--- src/rtl/quad_pkg.sv ---
// rtl/quad_pkg.sv - shared quadrature phase encoding, state and direction definitions
package quad_pkg;

  localparam logic [1:0] PH0 = 2'b00;
  localparam logic [1:0] PH1 = 2'b01;
  localparam logic [1:0] PH2 = 2'b11;
  localparam logic [1:0] PH3 = 2'b10;

  localparam logic FWD = 1'b0;
  localparam logic REV = 1'b1;

  typedef enum logic {IDLE, RUN} state_t;

  // {A,B} is Gray coded, so the phase index is recovered as {A, A^B}.
  function automatic logic [1:0] phase_next(input logic [1:0] ab, input logic dir);
    logic [1:0] p;
    p = {ab[1], ab[1] ^ ab[0]};
    p = (dir == REV) ? p - 2'd1 : p + 2'd1;
    phase_next = PH0;
    case (p)
      2'd0: phase_next = PH0;
      2'd1: phase_next = PH1;
      2'd2: phase_next = PH2;
      default: phase_next = PH3;
    endcase
  endfunction

endpackage

--- src/rtl/quad_rate_divider.sv ---
// rtl/quad_rate_divider.sv - tick every max(period,1) enabled clocks, reloaded on load and tick
module quad_rate_divider #(
  parameter int DIV_W = 16
) (
  input  logic             clk,
  input  logic             rst_n,
  input  logic             load,
  input  logic [DIV_W-1:0] period,
  input  logic             enable,
  output logic             tick
);

  logic [DIV_W-1:0] rld;
  logic [DIV_W-1:0] cnt;
  logic [DIV_W-1:0] period_m1;

  // A zero period behaves as one clock per tick.
  assign period_m1 = (period == '0) ? '0 : period - DIV_W'(1);
  assign tick      = enable && (cnt == '0);

  always_ff @(posedge clk or negedge rst_n) begin
    if (!rst_n) begin
      rld <= '0;
      cnt <= '0;
    end else if (load) begin
      rld <= period_m1;
      cnt <= period_m1;
    end else if (tick) begin
      cnt <= rld;
    end else if (enable) begin
      cnt <= cnt - DIV_W'(1);
    end
  end

endmodule

--- src/rtl/quad_encoder_gen.sv ---
// rtl/quad_encoder_gen.sv - quadrature A/B generator driven by signed step commands
module quad_encoder_gen
  import quad_pkg::*;
#(
  parameter int CNT_W = 8,
  parameter int DIV_W = 16
) (
  input  logic             clk,
  input  logic             rst_n,
  input  logic             cmd_valid,
  output logic             cmd_ready,
  input  logic [CNT_W-1:0] cmd_steps,
  input  logic [DIV_W-1:0] cmd_period,
  input  logic             abort,
  output logic             quadA,
  output logic             quadB,
  output logic             busy,
  output logic             done,
  output logic [CNT_W-1:0] position
);

  state_t           state, state_nxt;
  logic             dir;
  logic [CNT_W-1:0] remaining;
  logic [1:0]       ab;
  logic             tick;
  logic             accept;
  logic             start;

  assign accept    = cmd_valid && (state == IDLE);
  assign start     = accept && (cmd_steps != '0);
  assign busy      = (state == RUN);
  assign cmd_ready = ~busy;
  assign quadA     = ab[1];
  assign quadB     = ab[0];

  quad_rate_divider #(.DIV_W(DIV_W)) u_div (
    .clk    (clk),
    .rst_n  (rst_n),
    .load   (start),
    .period (cmd_period),
    .enable (busy),
    .tick   (tick)
  );

  always_ff @(posedge clk or negedge rst_n) begin
    if (!rst_n) state <= IDLE;
    else        state <= state_nxt;
  end

  always_comb begin
    state_nxt = state;
    case (state)
      IDLE: if (start) state_nxt = RUN;
      RUN: begin
        if (abort)                                   state_nxt = IDLE;
        else if (tick && (remaining == CNT_W'(1)))   state_nxt = IDLE;
      end
      default: state_nxt = IDLE;
    endcase
  end

  always_ff @(posedge clk or negedge rst_n) begin
    if (!rst_n) begin
      dir       <= FWD;
      remaining <= '0;
      ab        <= PH0;
      position  <= '0;
      done      <= 1'b0;
    end else begin
      done <= 1'b0;
      if (state == IDLE) begin
        if (accept && !start) begin
          done <= 1'b1;
        end else if (start) begin
          dir       <= cmd_steps[CNT_W-1] ? REV : FWD;
          // -2^(CNT_W-1) negates to itself, which reads as the correct unsigned magnitude.
          remaining <= cmd_steps[CNT_W-1] ? (~cmd_steps + CNT_W'(1)) : cmd_steps;
        end
      end else if (abort) begin
        done <= 1'b1;
      end else if (tick) begin
        ab        <= phase_next(ab, dir);
        position  <= (dir == REV) ? position - CNT_W'(1) : position + CNT_W'(1);
        remaining <= remaining - CNT_W'(1);
        if (remaining == CNT_W'(1)) done <= 1'b1;
      end
    end
  end

endmodule

--- config.mk ---
export PLATFORM = sky130hd
export DESIGN_NAME = quad_encoder_gen
export DESIGN_NICKNAME = d
export VERILOG_FILES = /design/src/rtl/quad_pkg.sv /design/src/rtl/quad_rate_divider.sv /design/src/rtl/quad_encoder_gen.sv
export SDC_FILE = /design/constraint.sdc
export NUM_CORES = 1
export LEC_CHECK = 0
export CAP_MARGIN = 20
export CORE_ASPECT_RATIO = 0.6
export CORE_MARGIN = 3
export CORE_UTILIZATION = 57
export DETAILED_ROUTE_END_ITERATION = 12
export GPL_ROUTABILITY_DRIVEN = 0
export PLACE_DENSITY = 0.81
export SYNTH_ARGS = -nofsm -noshare
export SYNTH_HDL_FRONTEND = slang
export SYNTH_SLANG_ARGS = --single-unit
--- constraint.sdc ---
create_clock -name clk -period 3.4 [get_ports clk]
set_clock_uncertainty 0.2 [all_clocks]
set_input_delay 1.02 -clock clk [delete_from_list [all_inputs] [get_ports clk]]
set_output_delay 1.02 -clock clk [all_outputs]
set_load 0.05 [all_outputs]
==> out/qor.log <==
qor: run_status.run_status finished clean
qor: timing.maxSlewHeadroom 0.374
qor: logic_synthesis.dominantRegCellSynth sky130_fd_sc_hd__dfrtp_1
qor: clocking.worst_skew_pair.late_latency 0.32 ns
qor: timing.setup_repair_after_global_routing_missed_its_margin no
qor: min_path.worstHoldPathType register to register
qor: clocking.cts-hold-fix-buffers 0
qor: global_route.first_pass_grt_wire_length 16700 um
qor: clocking.cts.clk_slew.worst_paths 0.10 ns
qor: clocking.post_cts_resized 0
qor: global_route.grt.total_usage 0.291
qor: worst_setup_path.cpMaxStageDelayCell sky130_fd_sc_hd__or4_1
qor: clocking.clk_root_buffer_cell sky130_fd_sc_hd__clkbuf_8
qor: routing.remaining_drc_errors 0
qor: floorplan.die-width 109 um
qor: timing.fmaxAchievable 314 MHz
qor: global_route.fraction_of_met3_tracks_used_by_global_routing 0.0829
qor: routing.viasPerCell 6.50
qor: routing.route.antenna.remaining_nets 0
qor: worst_setup_path.most_common_cell_on_crit_path sky130_fd_sc_hd__or4_1
qor: timing.final_max_slew_viol_count 0
qor: floorplan.die_area 7420 um2
qor: routing.dr.first_iter.drc_count 330
qor: global_route.grtUsageMet2 0.427
qor: global_route.antenna_found_initial 0
qor: routing.postRouteWirelength 10100 um
qor: global_route.grt_max_degree 43
qor: pwr.power.leakage 0.00179 uW
qor: worst_setup_path.timing_worst_setup_path_type input port to register
qor: layout.layout.filler_cells 442
qor: worst_setup_path.timing.critical_path.to_type register
qor: worst_setup_path.timing.critical_path.arrival 3.20 ns
qor: clocking.clk_path_buf_depth 2
qor: timing.tcrit_tclk_final 0.937
qor: logic_synthesis.synth.distinct_cells 66
qor: layout.finalNetCount 514
qor: pwr.power_density 476 nW/um2
qor: clocking.h-tree-depth 2
qor: layout.layout.core_utilization 0.747
qor: timing.setup_viol 0
qor: floorplan.core_area 5860 um2
qor: logic_synthesis.syn-mean-instance-area 8.76 um2
qor: logic_synthesis.seq_cells_post_synth 53
qor: routing.wl_per_cell 18.2 um
qor: logic_synthesis.postSynthCellCount 416
qor: floorplan.die_h 67.9 um
qor: timing.hold_ws 0.285 ns
qor: worst_setup_path.worst-endpoint-required 3.42 ns
qor: timing.period_needed 3.19 ns
qor: pwr.worst_vdd_drop 256 uV
qor: run.maxCapViolations 0
qor: floorplan.num_io_pins 41
qor: global_route.global_route.usage.met1 0.425
qor: worst_setup_path.crit_path_cell_trace clkdlybuf4s50_1 > or4_1 > or4_1 > a22oi_1 > o221ai_1 > o211ai_1
qor: layout.layoutNonFillerInstCount 555
qor: worst_setup_path.cp_top_family simple AND/OR/NAND/NOR gates
qor: floorplan.effective_utilization_at_floorplan 0.622
qor: logic_synthesis.synth.yosys.seq_area_share 0.364
qor: layout.final_area 4380 um2
qor: layout.drive_above_1_share 0.126
qor: worst_setup_path.worst_path_fanout_max 6
qor: global_route.gr-max-usage-layer met2
qor: worst_setup_path.critical_path.max_stage_delay 0.58 ns
qor: logic_synthesis.synth_fp_nets 456
qor: logic_synthesis.post_synth_instance_area 3640 um2
qor: clocking.cts_setup_buffers 0
qor: placed_design.detailed_place_hpwl 7800 um
qor: floorplan.row_count 21
qor: clocking.cts.sink_count 53
qor: layout.synthToLayoutAreaGrowth 20.2%
qor: placed_design.port-buffer-count 40
qor: global_route.grt_pass1_vias 3320
qor: worst_setup_path.timing.critical_path.from_type input port
qor: layout.antenna_cells 0
qor: routing.total_via_count_in_the_routed_design 3608
qor: clocking.cts-buffers-inserted 5
qor: timing.worst_slew_pin_slew 0.939 ns
qor: logic_synthesis.asyncSetResetFlopFracSynth 1.00
qor: timing.post_route_setup_tns 0 ns
qor: routing.dr.pass1.iters 5
qor: worst_setup_path.worst-path-buf-inv 1
qor: placed_design.postPlaceCellArea 4280 um2
qor: placed_design.placedCellCount 547
qor: clocking.cts_tree done
qor: logic_synthesis.synth_enable_flop_cells 0
qor: global_route.grt_overflow 0
qor: timing.final-hold-violation-count 0
qor: logic_synthesis.yosysWarningCount 0
==> final timing paths <==
check                                               from                   endpoint  slack, ns  depth (start not counted)
worst max-delay path                       cmd_period[2]  u_div.cnt[11]$_DFFE_PN0P_       0.21                          6
worst min-delay path             position[7]$_DFFE_PN0P_    position[7]$_DFFE_PN0P_       0.29                          1
worst max register to register  u_div.cnt[0]$_DFFE_PN0P_    position[5]$_DFFE_PN0P_       0.39                          6
worst min register to register   position[7]$_DFFE_PN0P_    position[7]$_DFFE_PN0P_       0.29                          1
max in group asynchronous                          rst_n   u_div.rld[2]$_DFFE_PN0P_       1.72                          2
min in group asynchronous                          rst_n   remaining[3]$_DFFE_PN0P_       0.62                          1
==> kinds of logic after synthesis <==
| logic type | synth area share |
|---|---|
| simple gates | 0.238 |
| compound gates | 0.232 |
| flops | 0.364 |
| buf+inv | 0.0405 |
| xor+xnor | 0.0505 |
| fa+ha+maj | 0.0433 |
| mux | 0.0319 |
==> sequential cells by signal (all words and copies together) (netlist names) <==
register   cells
ab             2
position       8
dir            1
done           1
busy           1
remaining      8
u_div.cnt     16
u_div.rld     16
==> final cells by class <==
cell class / count / area (um2) / share of cell area
multi-input cells: 326 / 2170 / 0.496
flip-flops and latches: 53 / 1330 / 0.303
repair buffers: 70 / 621 / 0.142
well taps: 80 / 100 / 0.0229
clock buffers: 5 / 68.8 / 0.0157
inverters: 18 / 67.6 / 0.0154
clock inverters: 3 / 25.0 / 0.00572
==> Yosys cell counts (4+ instances only) <==
| master | count | area share |
|---|---|---|
| sky130_fd_sc_hd__a211oi_1 | 8 | 0.016 |
| sky130_fd_sc_hd__clkbuf_1 | 13 | 0.013 |
| sky130_fd_sc_hd__o31ai_1 | 13 | 0.027 |
| sky130_fd_sc_hd__a21oi_1 | 15 | 0.021 |
| sky130_fd_sc_hd__o21ai_0 | 22 | 0.030 |
| sky130_fd_sc_hd__nor2_1 | 42 | 0.043 |
| sky130_fd_sc_hd__nand2_1 | 35 | 0.036 |
| sky130_fd_sc_hd__a31o_2 | 4 | 0.0096 |
| sky130_fd_sc_hd__mux2i_1 | 6 | 0.016 |
| sky130_fd_sc_hd__mux2_2 | 5 | 0.015 |
| sky130_fd_sc_hd__o211ai_1 | 10 | 0.021 |
| sky130_fd_sc_hd__nand4_1 | 4 | 0.0069 |
| sky130_fd_sc_hd__xor2_1 | 4 | 0.0096 |
| sky130_fd_sc_hd__nor4_1 | 5 | 0.0086 |
| sky130_fd_sc_hd__or4_1 | 10 | 0.021 |
| sky130_fd_sc_hd__a31oi_1 | 6 | 0.010 |
| sky130_fd_sc_hd__nor3_1 | 17 | 0.023 |
| sky130_fd_sc_hd__nand3_1 | 13 | 0.018 |
| sky130_fd_sc_hd__ha_1 | 11 | 0.038 |
| sky130_fd_sc_hd__buf_2 | 4 | 0.0055 |
| sky130_fd_sc_hd__a21o_1 | 5 | 0.010 |
| sky130_fd_sc_hd__xnor2_1 | 17 | 0.041 |
| sky130_fd_sc_hd__dfrtp_1 | 53 | 0.36 |
| sky130_fd_sc_hd__inv_1 | 18 | 0.019 |
| sky130_fd_sc_hd__or3_1 | 7 | 0.012 |
| sky130_fd_sc_hd__nor2b_1 | 4 | 0.0069 |
| sky130_fd_sc_hd__o41ai_1 | 4 | 0.0096 |
==> power by group <==
part	total [uW]	internal, uW	switching, uW
registers	983	781	202
logic	717	332	385
clock network	382	149	232
==> per-stage QoR <==
stage	total power (uW)	setup slack [ns]
after floorplan	1440	0.596
after global placement	1650	0.0787
after detailed placement	1690	-0.0252
after CTS	2060	0.285
after global routing	2220	0.190
final	2080	0.214
==> cells in the final DEF, fill, tap and decap left out, drive strengths merged, types with 10 or more instances in the layout <==
cell type,count
inv,19
buf,31
nor2,44
xnor2,17
o21ai,22
dfrtp,53
or4,12
ha,11
nand3,13
o31ai,13
nand2,35
a21oi,16
clkdlybuf4s50,39
o211ai,10
nor3,17
==> per-layer routing <==
layer | routed length [um] | vias up
met5 | 0 | -
met4 | 138 | 0
met3 | 1150 | 17
met2 | 4160 | 204
met1 | 4660 | 1705
li1 | - | 1682
No activity file was read; power rests on OpenSTA's default activity.
